File: src/rtl/pump_pkg.sv
// Shared types, default status codes and the channel priority helper
// for the pump start sequencer.
package pump_pkg;

  typedef enum logic [2:0] {
    ST_POWERON = 3'd0,
    ST_READY   = 3'd1,
    ST_LOAD    = 3'd2,
    ST_DONE    = 3'd3,
    ST_ERROR   = 3'd4
  } pump_state_t;

  localparam logic [7:0] READY_CODE_DEF = 8'h3F;
  localparam logic [7:0] DONE_CODE_DEF  = 8'hFF;
  localparam logic [7:0] ERR_CODE_DEF   = 8'hE0;
  localparam logic [3:0] LOAD_PREFIX    = 4'h8;

  // Index of the lowest set bit; 0 when no bit is set.
  function automatic logic [3:0] lowest_set(input logic [15:0] v);
    logic [3:0] idx;
    idx = '0;
    for (int i = 15; i >= 0; i--) begin
      if (v[i]) idx = 4'(i);
    end
    return idx;
  endfunction

endpackage

File: src/rtl/pump_downcounter.sv
// Loadable down-counter that saturates at zero; used for the power-on
// delay and the download watchdog.
module pump_downcounter #(
  parameter int           W       = 16,
  parameter logic [W-1:0] RST_VAL = '0
) (
  input  logic         clk_i,
  input  logic         reset_i,
  input  logic         load_i,
  input  logic [W-1:0] value_i,
  input  logic         enable_i,
  output logic [W-1:0] count_o,
  output logic         zero_o
);

  logic [W-1:0] count_q;
  logic [W-1:0] count_d;

  always_comb begin
    count_d = count_q;
    if (load_i) begin
      count_d = value_i;
    end else if (enable_i && (count_q != '0)) begin
      count_d = count_q - W'(1);
    end
  end

  always_ff @(posedge clk_i or posedge reset_i) begin
    if (reset_i) count_q <= RST_VAL;
    else         count_q <= count_d;
  end

  assign count_o = count_q;
  assign zero_o  = (count_q == '0);

endmodule

File: src/rtl/pump_sequencer.sv
// Power-on delay, channel arbitration and download tracking for the data
// pump. All outputs come straight from registers.
module pump_sequencer
  import pump_pkg::*;
#(
  parameter int                   DELAY_W        = 16,
  parameter logic [DELAY_W-1:0]   DELAY_CYCLES   = '1,
  parameter int                   N_CH           = 2,
  parameter int                   TIMEOUT_W      = 24,
  parameter logic [TIMEOUT_W-1:0] TIMEOUT_CYCLES = '1,
  parameter logic [7:0]           READY_CODE     = READY_CODE_DEF,
  parameter logic [7:0]           DONE_CODE      = DONE_CODE_DEF,
  parameter logic [7:0]           ERR_CODE       = ERR_CODE_DEF
) (
  input  logic            clk_i,
  input  logic            reset_i,
  input  logic            rearm_i,
  input  logic [N_CH-1:0] download_i,
  output logic [7:0]      pump_o,
  output logic [3:0]      ch_o,
  output logic            busy_o,
  output logic            done_o,
  output logic            err_o
);

  pump_state_t state_q, state_d;
  logic [7:0] pump_q, pump_d;
  logic [3:0] ch_q, ch_d;
  logic       busy_q, busy_d, done_q, done_d, err_q, err_d;

  logic [DELAY_W-1:0]   delay_cnt;
  logic [TIMEOUT_W-1:0] wd_cnt, wd_value;
  logic delay_zero, wd_zero, wd_load, wd_enable;
  logic any_dl, ch_level, start, wd_expired, unused_cnt;
  logic [3:0] win;

  assign any_dl     = |download_i;
  assign win        = lowest_set(16'(download_i));
  assign ch_level   = |(download_i & (N_CH'(1) << ch_q));
  assign start      = ((state_q == ST_READY) || (state_q == ST_DONE)) && any_dl;
  assign wd_expired = (TIMEOUT_CYCLES != '0) && wd_zero;
  assign unused_cnt = ^{delay_cnt, wd_cnt};

  // Rearm reloads the delay and clears the watchdog back to its reset value.
  assign wd_load   = rearm_i || start;
  assign wd_value  = rearm_i ? '0 : TIMEOUT_CYCLES;
  assign wd_enable = (state_q == ST_LOAD) && ch_level;

  pump_downcounter #(.W(DELAY_W), .RST_VAL(DELAY_CYCLES)) u_delay (
    .clk_i    (clk_i),
    .reset_i  (reset_i),
    .load_i   (rearm_i),
    .value_i  (DELAY_CYCLES),
    .enable_i (state_q == ST_POWERON),
    .count_o  (delay_cnt),
    .zero_o   (delay_zero)
  );

  pump_downcounter #(.W(TIMEOUT_W), .RST_VAL('0)) u_watchdog (
    .clk_i    (clk_i),
    .reset_i  (reset_i),
    .load_i   (wd_load),
    .value_i  (wd_value),
    .enable_i (wd_enable),
    .count_o  (wd_cnt),
    .zero_o   (wd_zero)
  );

  always_ff @(posedge clk_i or posedge reset_i) begin
    if (reset_i) state_q <= ST_POWERON;
    else         state_q <= state_d;
  end

  always_comb begin
    state_d = state_q;
    if (rearm_i) begin
      state_d = ST_POWERON;
    end else begin
      case (state_q)
        ST_POWERON: if (delay_zero) state_d = ST_READY;
        ST_READY,
        ST_DONE:    if (any_dl) state_d = ST_LOAD;
        ST_LOAD: begin
          if (!ch_level)       state_d = ST_DONE;
          else if (wd_expired) state_d = ST_ERROR;
        end
        default:    state_d = state_q;
      endcase
    end
  end

  // Channel fall is tested before watchdog expiry so a tie reports DONE.
  always_comb begin
    pump_d = pump_q;
    ch_d   = ch_q;
    busy_d = busy_q;
    done_d = done_q;
    err_d  = err_q;
    if (rearm_i) begin
      pump_d = 8'h00;
      ch_d   = 4'h0;
      busy_d = 1'b0;
      done_d = 1'b0;
      err_d  = 1'b0;
    end else begin
      case (state_q)
        ST_POWERON: if (delay_zero) pump_d = READY_CODE;
        ST_READY,
        ST_DONE: begin
          if (any_dl) begin
            ch_d   = win;
            pump_d = {LOAD_PREFIX, win};
            busy_d = 1'b1;
            done_d = 1'b0;
          end
        end
        ST_LOAD: begin
          if (!ch_level) begin
            pump_d = DONE_CODE;
            done_d = 1'b1;
            busy_d = 1'b0;
          end else if (wd_expired) begin
            pump_d = ERR_CODE;
            err_d  = 1'b1;
            busy_d = 1'b0;
          end
        end
        default: ;
      endcase
    end
  end

  always_ff @(posedge clk_i or posedge reset_i) begin
    if (reset_i) begin
      pump_q <= 8'h00;
      ch_q   <= 4'h0;
      busy_q <= 1'b0;
      done_q <= 1'b0;
      err_q  <= 1'b0;
    end else begin
      pump_q <= pump_d;
      ch_q   <= ch_d;
      busy_q <= busy_d;
      done_q <= done_d;
      err_q  <= err_d;
    end
  end

  assign pump_o = pump_q;
  assign ch_o   = ch_q;
  assign busy_o = busy_q;
  assign done_o = done_q;
  assign err_o  = err_q;

endmodule

File: config.mk
export PLATFORM = sky130hd
export DESIGN_NAME = pump_sequencer
export DESIGN_NICKNAME = d
export VERILOG_FILES = /design/src/rtl/pump_pkg.sv /design/src/rtl/pump_downcounter.sv /design/src/rtl/pump_sequencer.sv
export SDC_FILE = /design/constraint.sdc
export NUM_CORES = 1
export LEC_CHECK = 0
export CORE_MARGIN = 1.5
export CORE_UTILIZATION = 34
export DETAILED_ROUTE_END_ITERATION = 6
export PLACE_DENSITY_LB_ADDON = 0.08
export SLEW_MARGIN = 20
export SYNTH_ARGS = -nofsm -noshare
export SYNTH_HDL_FRONTEND = slang
export SYNTH_HIERARCHICAL = 1
export SYNTH_SLANG_ARGS = --single-unit
File: constraint.sdc
create_clock -name clk_i -period 4.8 [get_ports clk_i]
set_clock_uncertainty 0.05 [all_clocks]
set_input_delay 0.96 -clock clk_i [delete_from_list [all_inputs] [get_ports clk_i]]
set_output_delay 0.96 -clock clk_i [all_outputs]
set_load 0.03 [all_outputs]
Word-level counts from Yosys, hierarchy flattened
Cells that the tools add are included.
{ "op_classes": {"add_sub_neg": 2, "eq_ne": 7, "n_bitwise": 1, "shifts": 1, "reduce_logical": 28, "muxes": 35} }
{ "ops": {"columns": ["cell", "n"], "rows": [
  ["24-bit 2-to-1 mux", 3],
  ["8-bit 2-to-1 mux", 5],
  ["16-bit 2-to-1 mux", 2],
  ["24-bit logical NOT", 1],
  ["8-bit one-hot mux with 3 select lines", 1],
  ["24-bit nonzero test", 1],
  ["24-bit by 1-bit subtractor with 24-bit output (second input constant)", 1],
  ["16-bit logical NOT", 1],
  ["16-bit nonzero test", 1],
  ["16-bit by 1-bit subtractor with 16-bit output (second input constant)", 1],
  ["3-bit 2-to-1 mux", 5],
  ["2-bit nonzero test", 7],
  ["1-bit 2-to-1 mux", 13],
  ["4-bit 2-to-1 mux", 3],
  ["3-bit != test (second input constant)", 3],
  ["3-bit one-hot mux with 3 select lines", 1],
  ["3-bit AND reduction", 3],
  ["3-bit by 2-bit equality test with 1-bit output (second input constant)", 2],
  ["2-bit OR reduction", 3],
  ["1-bit logical AND", 4],
  ["4-bit by 3-bit != test with 1-bit output (second input constant)", 1],
  ["1-bit one-hot mux with 2 select lines", 2],
  ["4-bit AND reduction", 1],
  ["4-bit nonzero test", 1],
  ["7 further kinds", 8]
]} }
{ "totals": {"out_inout_bits": 15, "inputBits": 5, "regBits": 58, "word_cells": 82} }

Depth between registers and ports, before layout
{ "depth": {"word_depth": 7, "depth_mapped": 9, "depth_no_buf": 9} }

By module
The synthesis kept the hierarchy.
{ "by_module_without_submodules": {"columns": ["module", "cells_per_inst", "area_each_um2", "n_inst"], "rows": [
  ["pump_downcounter at u_watchdog", 162, 1495.2, 1],
  ["pump_downcounter at u_delay", 122, 1054.8, 1],
  ["pump_sequencer", 78, 694.4, 1]
]} }

Worst setup path before layout
Ideal clock, no wire load.
{ "synth_path": {"path_kind": "input to register", "startpoint": "input download_i[1]", "endpoint": "register u_watchdog.count_q[11], in the netlist u_watchdog/count_o[11]", "arrival_time_ps": 2594, "stages": 7, "path_slack_ps": 2032, "required_ps": 4626, "cell_sequence": "mux2i_1 -> nor3_2 -> nor4b_2 -> nand3_1 -> o21bai_2 -> o21a_1 -> o31a_1"} }
{ "synth_between": {"elab_chain_cells": 5, "word_cells_on_any_way": 9, "cone_classes": "1 x mux; 1 x bitwise; 7 x reduce/logical"} }
{ "synth_lines": {"columns": ["element", "line_no", "source"], "rows": [
  ["start: declaration", "pump_sequencer.sv:18", "input logic [N_CH-1:0] download_i,"],
  ["2-bit bitwise AND", "pump_sequencer.sv:39", "assign ch_level = |(download_i & (N_CH'(1) << ch_q));"],
  ["2-bit OR reduction", "pump_sequencer.sv:39", null],
  ["1-bit logical AND", "pump_sequencer.sv:47", "assign wd_enable = (state_q == ST_LOAD) && ch_level;"],
  ["named net wd_enable", "pump_sequencer.sv:33", "logic delay_zero, wd_zero, wd_load, wd_enable;"],
  ["1-bit logical AND", "pump_downcounter.sv:23", "end else if (enable_i && (count_q != '0)) begin"],
  ["2-bit nonzero test (no source line)", null, null],
  ["end signal: assignment", "pump_downcounter.sv:30", "else count_q <= count_d;"],
  ["end: declaration", "pump_downcounter.sv:16", "logic [W-1:0] count_q;"]
]} }
The timed path passes the listed nets, and every way through them passes these cells.
A chain may end at the register's enable or synchronous reset.

Worst setup path in the final report
{ "layout_path": {"startpoint": "input download_i[1]", "endpoint": "register u_watchdog.count_q[13], in the netlist u_watchdog/count_o[13]"} }
Same word-level chain as after synthesis.

==> summary.txt <==
Clock tree
  • Resize count post-CTS: 0
  • CTS tree: built
  • Hold_buf cts: 0
  • CTS Buffer Depth: 2
  • H-tree level count: 2
  • CTS clk-pin slew, worst paths: 0.11 ns
  • CTS Buf Count: 5
  • Worst-Skew Late Latency: 0.31 ns
  • Buffer count from post-CTS setup fixing: 0
  • CTS Root Cell: clkbuf_8
  • Clk sinks: 51

Yosys
  • Cell Area, Synth: 3240 sq um
  • Fraction of registers with async set/reset: 100%
  • Post-synth top area cell: dfrtp_1
  • Most numerous cell in the Yosys netlist: dfrtp_1
  • Sequential element share of the synthesized area: 40.0%
  • Synth cell count leaders: dfrtp_1, nor2_1, nand2_1
  • EDFF count, synth: 0
  • Synth unique cells: 75
  • Top_reg_cell synth: dfrtp_1
  • Synthesized area per cell: 8.96 sq um
  • Top-area cell type share of the netlist area: 27.0%
  • Mapped Cells: 362
  • Synth warn: 6
  • Seq cells post-synth: 51
  • Synth area leaders: dfrtp_1, dfstp_2, nor2_1

Detailed routing
  • Final ANT Viol Nets: 0
  • Vias/cell: 5.27
  • DRC: 0
  • Overall routed net length: 7550 microns
  • Routed via count: 2703
  • DRT Pass-1 Iters: 5
  • DR iter-0 viols: 103
  • Avg WL per Cell: 14.7 microns

Global routing
  • Grt ovf: 0
  • First-pass GRT wire length: 12900 microns
  • Vias in the first global route: 2562
  • Initial antenna violation count: 0
  • Total GRT Usage: 15.9%
  • Largest net degree at the start of global routing: 37

Critical path
  • Max incr delay on CP: 0.58 ns
  • CP max-delay cell: clkdlybuf4s50_1
  • CP required: 4.99 ns
  • CP bufs+invs: 1
  • Critical path's top delay family: simple AND/OR/NAND/NOR gates
  • Critical path type: in -> reg
  • Critical Path End Type: register
  • CP Launch Type: primary input
  • Crit path max fanout: 9
  • Worst path cell trace: clkdlybuf4s50_1, mux2i_1, nor3_2, nor4b_2, nand3_1, o21bai_2, or3_1, a31oi_1
  • Critical path arrival: 3.64 ns

Die
  • Ports: 20
  • Die ar.: 10100 sq um
  • Die W: 101 microns
  • Initial Util: 35.1%
  • # rows: 35
  • Core Region: 9240 sq um
  • Die Ht: 101 microns

Final layout
  • Non-filler cells, final: 513
  • Fillers: 980
  • Core Util, Final: 39.2%
  • Layout cells sized above 1: 13.3%
  • Nets: 391
  • Inserted Diodes: 0
  • Post-synthesis to final-layout area growth: 11.7%

Job
  • Max-cap violations: 0

Power and ir drop
  • Switching share of power: 40.8%
  • Sequential share of power: 45.0%
  • P_leak: 1.34 nW
  • Total power: 1.51 mW
  • Internal: 0.894 mW
  • Switching power: 0.617 mW
  • IR Drop Worst-Case VDD: 0.257 mV
  • Comb pwr share: 37.9%
  • Power density over cell area: 417 nW/um^2
  • Clk pwr share: 17.1%

Min path
  • Min-Delay Path Class: reg -> reg

Timing
  • Final TNS setup: 0 ns
  • Fin. Hold Viols: 0
  • Fin crit share: 72.0%
  • Worst-margin pin slew: 0.898 ns
  • Fin. max-slew vios: 0
  • Setup WS post-layout: 1.35 ns
  • Fmax: 289 MHz
  • Max-Slew Margin vs Limit: 39.7%
  • RSZ-0062 raised after global routing: false
  • Min cycle time layout: 3.45 ns
  • Final setup violation count: 0

Placed design
  • Inst Count DP: 505
  • Hpwl dp: 5160 microns
  • Placement Setup Slack: 1.10 ns
  • Port Buffers: 16
  • Final RePlAce weighted congestion: 0.778

Outcome
  • Status: completed
cell families after synthesis:
logic type	share of synthesized area (%)
compound gates	18.9
simple gates	27.3
other cells	0.231
mux	2.12
fa+ha+maj	1.16
flops	40.0
xor+xnor	5.13
buf+inv	5.24
registers in the layout, summed over array words and instances, names as in the netlist:
signal / count
pump_o: 4
ch_o: 1
done_o: 1
u_watchdog/count_o: 24
state_q: 3
err_o: 1
busy_o: 1
u_delay/count_o: 16
area by class of cell:
class / count / area [sq um] / share of cell area (%)
well taps: 129 / 161 / 4.45
inverters: 16 / 60.1 / 1.66
flip-flops and latches: 51 / 1300 / 35.8
clock buffers: 6 / 72.6 / 2.00
multi-input cells: 291 / 1840 / 50.8
repair buffers: 18 / 175 / 4.83
clock inverters: 2 / 17.5 / 0.483
cell usage in the layout, fill, tap and decap left out, types with 4 or more instances in the layout:
cell             count
conb_1              19
a31oi_1             11
a21oi_1             11
or4_1                8
or3_1                7
nor2_1              34
inv_1               14
o21ai_1              6
xor2_1               8
nand4_1              6
o21ai_0             22
clkdlybuf4s50_1     16
clkbuf_8             5
nand2b_1             4
nor3_1              13
dfstp_2             16
nand2_1             33
dfrtp_1             35
nand3_1              8
nor4_1              11
xnor2_1             11
layer usage:
layer	up-vias	wire length, microns	GRT usage, %
li1	1357	-	-
met1	1293	3990	23.1
met2	51	3300	25.3
met3	2	212	2.36
met4	0	38	3.25
met5	-	0	0
path summary, 6_finish.rpt:
kind,startpoint,to,slack [ns],cells after the start
worst max-delay path,download_i[1],u_watchdog/count_o[13]$_DFFE_PP0P_,1.35,8
worst min-delay path,pump_o[6]$_DFFE_PP0P_,pump_o[6]$_DFFE_PP0P_,0.45,1
worst max register to register,state_q[0]$_DFFE_PP0P_,u_delay/count_o[10]$_DFFE_PP1P_,1.91,5
worst min register to register,pump_o[6]$_DFFE_PP0P_,pump_o[6]$_DFFE_PP0P_,0.45,1
max in group asynchronous,reset_i,u_watchdog/count_o[1]$_DFFE_PP0P_,3.20,2
min in group asynchronous,reset_i,err_o$_DFFE_PP0P_,0.98,2
power groups by stage:
stage / clock network [mW] / registers [mW] / logic, mW
finish: 0.258 / 0.680 / 0.573
global route: 0.289 / 0.701 / 0.639
CTS: 0.273 / 0.681 / 0.577
detailed placement: 0 / 0.686 / 0.574
global placement: 0 / 0.688 / 0.573
floorplan: 0 / 0.667 / 0.444
stage by stage:
step	hold slack, ns	instance area [sq um]
6_report	0.454	3620
2_1_floorplan	0.430	3310
5_1_grt	0.496	3620
4_1_cts	0.462	3620
3_5_place_dp	0.428	3530
3_3_place_gp	0.432	3530
Note: power is estimated with default switching activity, not from simulation.
